## src/rtl/pipe_hazard_ctrl.sv

```systemverilog
// Pipeline hold/flush/redirect controller for the 5-stage RV64 core.
// Owns the divider-wait and trap-drain sequencing and a stall-cycle counter.
module pipe_hazard_ctrl #(
    parameter int ADDR_W      = 64,
    parameter int CNT_W       = 32,
    parameter int DIV_MAX_CYC = 70
) (
    input  logic              clk,
    input  logic              rst_n,
    input  logic              id_reg1_read_i,
    input  logic [4:0]        id_reg1_raddr_i,
    input  logic              id_reg2_read_i,
    input  logic [4:0]        id_reg2_raddr_i,
    input  logic              ex_load_i,
    input  logic [4:0]        ex_wd_i,
    input  logic              jump_flag_i,
    input  logic [ADDR_W-1:0] jump_addr_i,
    input  logic              div_start_i,
    input  logic              div_ready_i,
    input  logic              trap_req_i,
    input  logic [ADDR_W-1:0] trap_vec_i,
    output logic              hold_pc_o,
    output logic              hold_if_id_o,
    output logic              hold_id_ex_o,
    output logic              flush_if_id_o,
    output logic              flush_id_ex_o,
    output logic              redirect_o,
    output logic [ADDR_W-1:0] redirect_addr_o,
    output logic              div_kill_o,
    output logic              div_timeout_o,
    output logic [CNT_W-1:0]  stall_cnt_o
);

    typedef enum logic [1:0] {
        IDLE,
        DIV_WAIT,
        TRAP,
        TRAP_DRAIN
    } state_e;

    localparam int WC_W = $clog2(DIV_MAX_CYC) + 1;
    localparam logic [WC_W-1:0] WC_LAST = WC_W'(DIV_MAX_CYC - 1);

    state_e            state_q, state_d;
    logic [WC_W-1:0]   wcnt_q, wcnt_d;
    logic [ADDR_W-1:0] vec_q, vec_d;
    logic [CNT_W-1:0]  scnt_q, scnt_d;

    logic rs1_hit, rs2_hit, load_use;
    logic hold_pc, hold_if_id, hold_id_ex;
    logic flush_if_id, flush_id_ex, redirect;
    logic div_kill, div_timeout;
    logic [ADDR_W-1:0] redir_addr;

    assign rs1_hit  = id_reg1_read_i && (id_reg1_raddr_i == ex_wd_i);
    assign rs2_hit  = id_reg2_read_i && (id_reg2_raddr_i == ex_wd_i);
    assign load_use = ex_load_i && (ex_wd_i != 5'd0) && (rs1_hit || rs2_hit);

    always_comb begin
        state_d     = state_q;
        wcnt_d      = wcnt_q;
        vec_d       = vec_q;
        hold_pc     = 1'b0;
        hold_if_id  = 1'b0;
        hold_id_ex  = 1'b0;
        flush_if_id = 1'b0;
        flush_id_ex = 1'b0;
        redirect    = 1'b0;
        redir_addr  = '0;
        div_kill    = 1'b0;
        div_timeout = 1'b0;
        if (trap_req_i) begin
            state_d     = TRAP;
            vec_d       = trap_vec_i;
            hold_pc     = 1'b1;
            flush_if_id = 1'b1;
            flush_id_ex = 1'b1;
            div_kill    = (state_q == DIV_WAIT);
        end else begin
            unique case (state_q)
                IDLE: begin
                    if (jump_flag_i) begin
                        redirect    = 1'b1;
                        redir_addr  = jump_addr_i;
                        flush_if_id = 1'b1;
                        flush_id_ex = 1'b1;
                    end else if (load_use) begin
                        hold_pc     = 1'b1;
                        hold_if_id  = 1'b1;
                        flush_id_ex = 1'b1;
                    end
                    if (div_start_i) begin
                        state_d = DIV_WAIT;
                        wcnt_d  = '0;
                    end
                end
                DIV_WAIT: begin
                    wcnt_d = wcnt_q + 1'b1;
                    if (div_ready_i) begin
                        state_d = IDLE;
                    end else begin
                        hold_pc    = 1'b1;
                        hold_if_id = 1'b1;
                        hold_id_ex = 1'b1;
                        // last allowed cycle without a result: abort the divide
                        if (wcnt_q == WC_LAST) begin
                            div_timeout = 1'b1;
                            div_kill    = 1'b1;
                            state_d     = IDLE;
                        end
                    end
                end
                TRAP: begin
                    redirect    = 1'b1;
                    redir_addr  = vec_q;
                    flush_if_id = 1'b1;
                    flush_id_ex = 1'b1;
                    state_d     = TRAP_DRAIN;
                end
                TRAP_DRAIN: begin
                    flush_if_id = 1'b1;
                    state_d     = IDLE;
                end
                default: state_d = IDLE;
            endcase
        end
    end

    always_comb begin
        scnt_d = scnt_q;
        if (hold_pc && (scnt_q != {CNT_W{1'b1}})) begin
            scnt_d = scnt_q + 1'b1;
        end
    end

    always_ff @(posedge clk) begin
        if (!rst_n) begin
            state_q <= IDLE;
            wcnt_q  <= '0;
            vec_q   <= '0;
            scnt_q  <= '0;
        end else begin
            state_q <= state_d;
            wcnt_q  <= wcnt_d;
            vec_q   <= vec_d;
            scnt_q  <= scnt_d;
        end
    end

    assign hold_pc_o       = rst_n & hold_pc;
    assign hold_if_id_o    = rst_n & hold_if_id;
    assign hold_id_ex_o    = rst_n & hold_id_ex;
    assign flush_if_id_o   = rst_n & flush_if_id;
    assign flush_id_ex_o   = rst_n & flush_id_ex;
    assign redirect_o      = rst_n & redirect;
    assign redirect_addr_o = rst_n ? redir_addr : '0;
    assign div_kill_o      = rst_n & div_kill;
    assign div_timeout_o   = rst_n & div_timeout;
    assign stall_cnt_o     = rst_n ? scnt_q : '0;

endmodule
```

## config.mk

```make
export PLATFORM = sky130hd
export DESIGN_NAME = pipe_hazard_ctrl
export DESIGN_NICKNAME = d
export VERILOG_FILES = /design/src/rtl/pipe_hazard_ctrl.sv
export SDC_FILE = /design/constraint.sdc
export NUM_CORES = 1
export LEC_CHECK = 0
export CORE_MARGIN = 2
export CORE_UTILIZATION = 36
export CTS_BUF_LIST = sky130_fd_sc_hd__clkbuf_8
export CTS_CLUSTER_DIAMETER = 150
export CTS_CLUSTER_SIZE = 16
export DETAILED_ROUTE_END_ITERATION = 16
export GPL_TIMING_DRIVEN = 0
export HOLD_SLACK_MARGIN = 0.06
export PLACE_DENSITY_LB_ADDON = 0.08
export SLEW_MARGIN = 25
export SYNTH_ARGS = -nofsm -noshare
export SYNTH_HDL_FRONTEND = slang
export SYNTH_SLANG_ARGS = --single-unit
```

## constraint.sdc

```tcl
create_clock -name clk -period 4.1 [get_ports clk]
set_clock_uncertainty 0.2 [all_clocks]
set_input_delay 0.82 -clock clk [delete_from_list [all_inputs] [get_ports clk]]
set_output_delay 0.82 -clock clk [all_outputs]
set_load 0.02 [all_outputs]
```

==> metrics.md, run 1 <==
| Metric | Value |
|---|---|
| # rows | 45 |
| Synth Area per Inst | 8.15 sq um |
| Die X | 128 um |
| Top cell type's share of synthesized area | 38.2% |
| Layout Nets | 1102 |
| Clk_lat worst skew | 380 ps |
| Starting density of the core | 36.7% |
| Tcrit/Tclk final | 97.2% |
| Largest net degree at the start of global routing | 17 |
| Asr flop ratio synth | 0% |
| Int Power | 1.60 mW |
| Initial antenna violation count | 0 |
| FF-to-FF setup slack | 1620 ps |
| Leakage power | 3.21 nW |
| Pwr dens | 259 mW/mm^2 |
| WS Path Type | in2out |
| Largest stage delay, worst path | 640 ps |
| FMAX | 0.251 GHz |
| Vias in the first global route | 5700 |
| Seq/Total Area, Yosys | 38.2% |
| GRT Util Overall | 22.9% |
| Layout area overhead | 54.6% |
| Synth area leader | dfxtp_1 |
| Net Sw Frac | 27.8% |
| CTS root buf | clkbuf_8 |
| Max-cap check violation count | 0 |
| Worst hold margin | 300 ps |
| Sequential power share | 49.3% |
| WP data arrival | 2970 ps |
| Top cells by count, synth | nor2_1, dfxtp_1, mux2i_1 |
| Antenna cell count | 0 |
| Synth warnings | 0 |
| Register bit total from synthesis | 106 |
| Peak supply drop | 0.000159 V |
| GRT met2 Usage | 40.4% |
| Fin cells | 1140 |
| CTS Buffer Depth | 2 |
| DP HPWL | 14.7 mm |
| Detail-routed via count per cell | 5.16 |
| Wire length per cell | 16.7 um |
| Max-slew violation count | 0 |
| Final setup vio count | 0 |
| # IOs | 256 |
| Antenna Violating Nets Remaining | 0 |
| Via count | 5886 |
| Hold Buf Count CTS | 0 |
| Most frequent CP cell | clkbuf_2 |
| Status | completed |
| Die height | 128 um |
| Die area | 0.0164 sq mm |
| DRC Markers | 0 |
| RSZ-0062 raised after global routing | false |
| # port buffers | 254 |
| Top_reg_cell synth | dfxtp_1 |
| CTS tree | built |
| Post-layout min period | 3990 ps |
| Met3 Resource Use GR | 7.39% |
| Initial DRC Count | 340 |
| Synth top area cells | dfxtp_1, mux2i_1, nor2_1 |
| Most numerous cell in the Yosys netlist | nor2_1 |
| Syn Inst Count | 681 |
| CP endpoint kind | output pin |
| Switch Pwr | 618 uW |
| Critical Path Slowest Stage Cell | clkdlybuf4s50_1 |
| Overflow left after global routing | 0 |
| Synthesized area | 0.00555 sq mm |
| Crit path cell chain | clkdlybuf4s15_2 -> nand2b_1 -> or2_2 -> clkbuf_2 -> clkbuf_2 -> nor2_1 -> clkdlybuf4s50_1 |
| Hold Crit Class | reg2reg |
| Post-synth EDFFs | 0 |
| GR peak layer | met2 |
| First-pass GRT wire length | 29.7 mm |
| Max H-tree Level | 3 |
| CP max FO | 10 |
| Total Routed Length | 19.0 mm |
| Comb pwr share | 22.1% |
| Clock transition at path regs | 100 ps |
| Core Area | 0.0151 sq mm |
| Share of layout cells above drive strength 1 | 5.46% |
| First-pass detailed-route iteration total | 5 |
| Worst path required time | 3080 ps |
| Max_slew headroom | 51.0% |
| GR Util met1 | 26.0% |
| Number of CTS-inserted buffers | 9 |
| Synth Net Count | 836 |
| Final Hold Fails | 0 |
| CTS Sinks | 106 |
| Worst-Margin Slew | 735 ps |
| Placed Cells incl. Taps | 1123 |
| Final GP Congestion | 0.870 |
| Cell variety after synth | 42 |
| Clock power frac | 28.6% |
| Startpoint types | input pin |
power groups by stage:
stage | Sequential, mW | Combinational (mW) | Clock, mW
3_5_place_dp | 1.12 | 0.486 | 0
4_1_cts | 1.10 | 0.491 | 0.654
5_1_grt | 1.10 | 0.534 | 0.696
6_report | 1.10 | 0.491 | 0.636
2_1_floorplan | 1.11 | 0.235 | 0
3_3_place_gp | 1.12 | 0.478 | 0
critical path: cells and delay by family:
kind	cells	cell delay (ps)
AND/OR/NAND/NOR	3	660
buffers and inverters	4	1480
cell families after synthesis:
logic type | Yosys count | share of synthesized area (%)
buffers and inverters | 56 | 4.37
XOR/XNOR | 17 | 2.68
adder cells (fa/ha/maj) | 3 | 0.676
AO/OA/AOI/OAI | 126 | 15.1
AND/OR/NAND/NOR | 302 | 26.0
flip-flops | 106 | 38.2
multiplexers | 71 | 12.9
cell usage in the layout, fill, tap and decap left out, drive strengths merged, types with 6 or more instances in the layout:
cell / n
a21oi: 27
a22oi: 64
and2: 35
buf: 15
clkbuf: 49
clkdlybuf4s50: 249
dfxtp: 106
inv: 7
mux2: 6
mux2i: 65
nand2: 15
nand2b: 6
nand3: 19
nand4: 13
nor2: 163
nor3: 12
o21ai: 19
o31ai: 11
or3: 13
or4: 12
xnor2: 11
xor2: 6
final timing paths:
kind | start | endpoint | cells past startpoint
min reg2reg | scnt_q[23]$_SDFFE_PN0P_ | scnt_q[23]$_SDFFE_PN0P_ | 2
min | scnt_q[23]$_SDFFE_PN0P_ | scnt_q[23]$_SDFFE_PN0P_ | 2
max | rst_n | redirect_addr_o[53] | 7
max reg2reg | scnt_q[0]$_SDFFE_PN0P_ | scnt_q[1]$_SDFFE_PN0P_ | 10
per-layer routing:
metal	part of all wire (%)	wire length, um	vias to the layer above
li1	-	-	2931
met1	40	7640	2732
met5	0	0	-
met3	7.9	1510	25
met2	50	9460	198
met4	2.1	392	0
registers in the layout, summed over array words and instances (netlist names):
signal	count
state_q	2
wcnt_q	8
scnt_q	32
vec_q	64
area by class of cell:
cell class / count / area, sq um
clock buffers: 12 / 165
clock inverters: 4 / 25.0
inverters: 5 / 18.8
multi-input cells: 519 / 3210
repair buffers: 255 / 2570
flip-flops and latches: 106 / 2120
well taps: 188 / 235
fillers: 1405 / 6560
plain buffers: 51 / 240
repair_timing:
| action | in CTS | in global routing |
|---|---|---|
| setup buffers | 0 | 1 |
| cloned | 0 | 0 |
| pin swaps | 0 | 1 |
| setup endpoints to repair | 80 | 62 |
| gates resized for setup | 11 | 22 |
through the flow:
| stage | setup WS, ps | utilization, % | area [sq um] | power, mW | setup TNS, ps |
|---|---|---|---|---|---|
| 2_1_floorplan | 929 | - | 5550 | 1.35 | 0 |
| 3_3_place_gp | -524 | 55.0 | 8330 | 1.60 | -28890 |
| 3_5_place_dp | -520 | 55.0 | 8330 | 1.60 | -28990 |
| 4_1_cts | 0.105 | 56.4 | 8540 | 2.24 | 0 |
| 5_1_grt | 7.58 | 56.7 | 8580 | 2.33 | 0 |
| 6_report | 114 | 56.7 | 8580 | 2.22 | 0 |
Note: power is estimated with default switching activity, not from simulation.
==> inputs of run 2 (changes only) <==
- CORE_ASPECT_RATIO: default -> 1.5
- clock period: 4.1 -> 4.9 ns (I/O delays scaled with it)
==> metrics.md, run 2 (synthesis gave the netlist of run 1 again) <==
| Metric | Value |
|---|---|
| Status | completed |
| Post-layout min period | 4720 ps |
| Die area | 0.0165 sq mm |
| Overflow left after global routing | 0 |
| Initial antenna violation count | 0 |
| Total Routed Length | 19.6 mm |
| # port buffers | 254 |
| First-pass GRT wire length | 29.5 mm |
| CTS Buffer Depth | 2 |
| Via count | 5905 |
| Die height | 156 um |
| Startpoint types | input pin |
| Max-cap check violation count | 0 |
| RSZ-0062 raised after global routing | false |
| Clock transition at path regs | 110 ps |
| GRT Util Overall | 22.9% |
| Number of CTS-inserted buffers | 9 |
| Largest net degree at the start of global routing | 18 |
| Detail-routed via count per cell | 5.13 |
| Worst path required time | 3720 ps |
| Share of layout cells above drive strength 1 | 3.68% |
| DP HPWL | 15.5 mm |
| Final GP Congestion | 0.853 |
| Clk_lat worst skew | 370 ps |
| DRC Markers | 0 |
| Pre-CTS setup slack | -96.3 ps |
| Max H-tree Level | 3 |
| Initial DRC Count | 235 |
| Hold Crit Class | reg2reg |
| CTS root buf | clkbuf_8 |
| Max-slew violation count | 0 |
| CTS tree | built |
| Final setup vio count | 0 |
| Hold Buf Count CTS | 0 |
| Largest Register | vec_q |
| Layout Nets | 1101 |
| Antenna cell count | 0 |
| Tcrit/Tclk final | 96.3% |
| Post-CTS Setup Bufs | 0 |
| Max reg flops | 64 |
| FMAX | 0.212 GHz |
| Worst hold margin | 308 ps |
| First-pass detailed-route iteration total | 5 |
| Antenna Violating Nets Remaining | 0 |
| Most frequent cells in the layout | clkdlybuf4s50_1, nor2_1, dfxtp_1 |
| Leakage power | 3.12 nW |
| Worst-Margin Slew | 792 ps |
| Pwr dens | 218 mW/mm^2 |
| Top flop regs | vec_q (64), scnt_q (32), wcnt_q (8) |
| Die X | 105 um |
| WP data arrival | 3540 ps |
| # rows | 55 |
| Commonest non-fill, non-tap cell in the layout | clkdlybuf4s50_1 |
| CTS Sinks | 106 |
| Core Area | 0.0151 sq mm |
| Layout area overhead | 53.7% |
| Vias in the first global route | 5808 |
| Peak supply drop | 0.000163 V |
| Final Hold Fails | 0 |
| Starting density of the core | 36.8% |
| WS Path Type | in2out |
| CP endpoint kind | output pin |
| # IOs | 256 |
| Wire length per cell | 17.1 um |
| Final worst slack | 183 ps |
| Max_slew headroom | 47.2% |
| CP max FO | 10 |
==> run 2: final cells by class <==
| type | count | area [sq um] |
|---|---|---|
| clock buffer | 11 | 151 |
| buffer | 51 | 224 |
| sequential | 106 | 2120 |
| fill | 1384 | 6540 |
| tap | 199 | 249 |
| inverter | 5 | 18.8 |
| timing repair buffer | 254 | 2540 |
| clock inverter | 5 | 38.8 |
| multi-input combinational | 519 | 3190 |
==> run 2: final timing paths <==
| kind | start | cells after the start | slack (ps) | to |
|---|---|---|---|---|
| setup reg to reg | scnt_q[17]$_SDFFE_PN0P_ | 9 | 2270 | scnt_q[1]$_SDFFE_PN0P_ |
| hold reg to reg | scnt_q[23]$_SDFFE_PN0P_ | 2 | 310 | scnt_q[23]$_SDFFE_PN0P_ |
| hold / removal | scnt_q[23]$_SDFFE_PN0P_ | 2 | 310 | scnt_q[23]$_SDFFE_PN0P_ |
| setup / recovery | rst_n | 7 | 180 | redirect_addr_o[59] |
==> run 2: metrics by stage <==
stage | power, mW | cells | cell area (sq um) | utilization (%) | TNS [ps]
6_report | 1.86 | 1150 | 8540 | 56.6 | 0
5_1_grt | 1.94 | 1150 | 8540 | 56.6 | 0
4_1_cts | 1.88 | 1150 | 8540 | 56.6 | 0
3_5_place_dp | 1.35 | 1134 | 8340 | 55.4 | -764
3_3_place_gp | 1.35 | 1134 | 8340 | 55.4 | -1220
2_1_floorplan | 1.13 | 681 | 5550 | - | 0
==> run 2: report_power, final <==
part | switching [mW] | leakage (nW) | internal [mW] | total (mW)
Clock | 0.313 | 0.101 | 0.216 | 0.530
Sequential | 0.0212 | 0.868 | 0.895 | 0.917
Combinational | 0.194 | 2.15 | 0.216 | 0.411
Total | 0.529 | 3.12 | 1.33 | 1.86
==> run 2: repair_timing <==
action,in CTS,in global routing
setup endpoints to repair,14,0
resized for setup,2,0
endpoints found under the hold margin,0,0
==> run 2: critical path: stages <==
cell	delay, ps
dlygate4sd2_1	500
nand2b_1	230
or2_2	330
clkbuf_1	260
clkbuf_1	360
nor2_1	190
clkdlybuf4s50_1	660
==> run 2: routing by layer <==
layer  up-vias  track usage [%]  routed length [um]
met5         -                0                   0
met4         0             9.90                 622
met3        35             6.31                1390
met2       219             43.4               10400
met1      2710             23.1                7240
li1       2941                -                   -
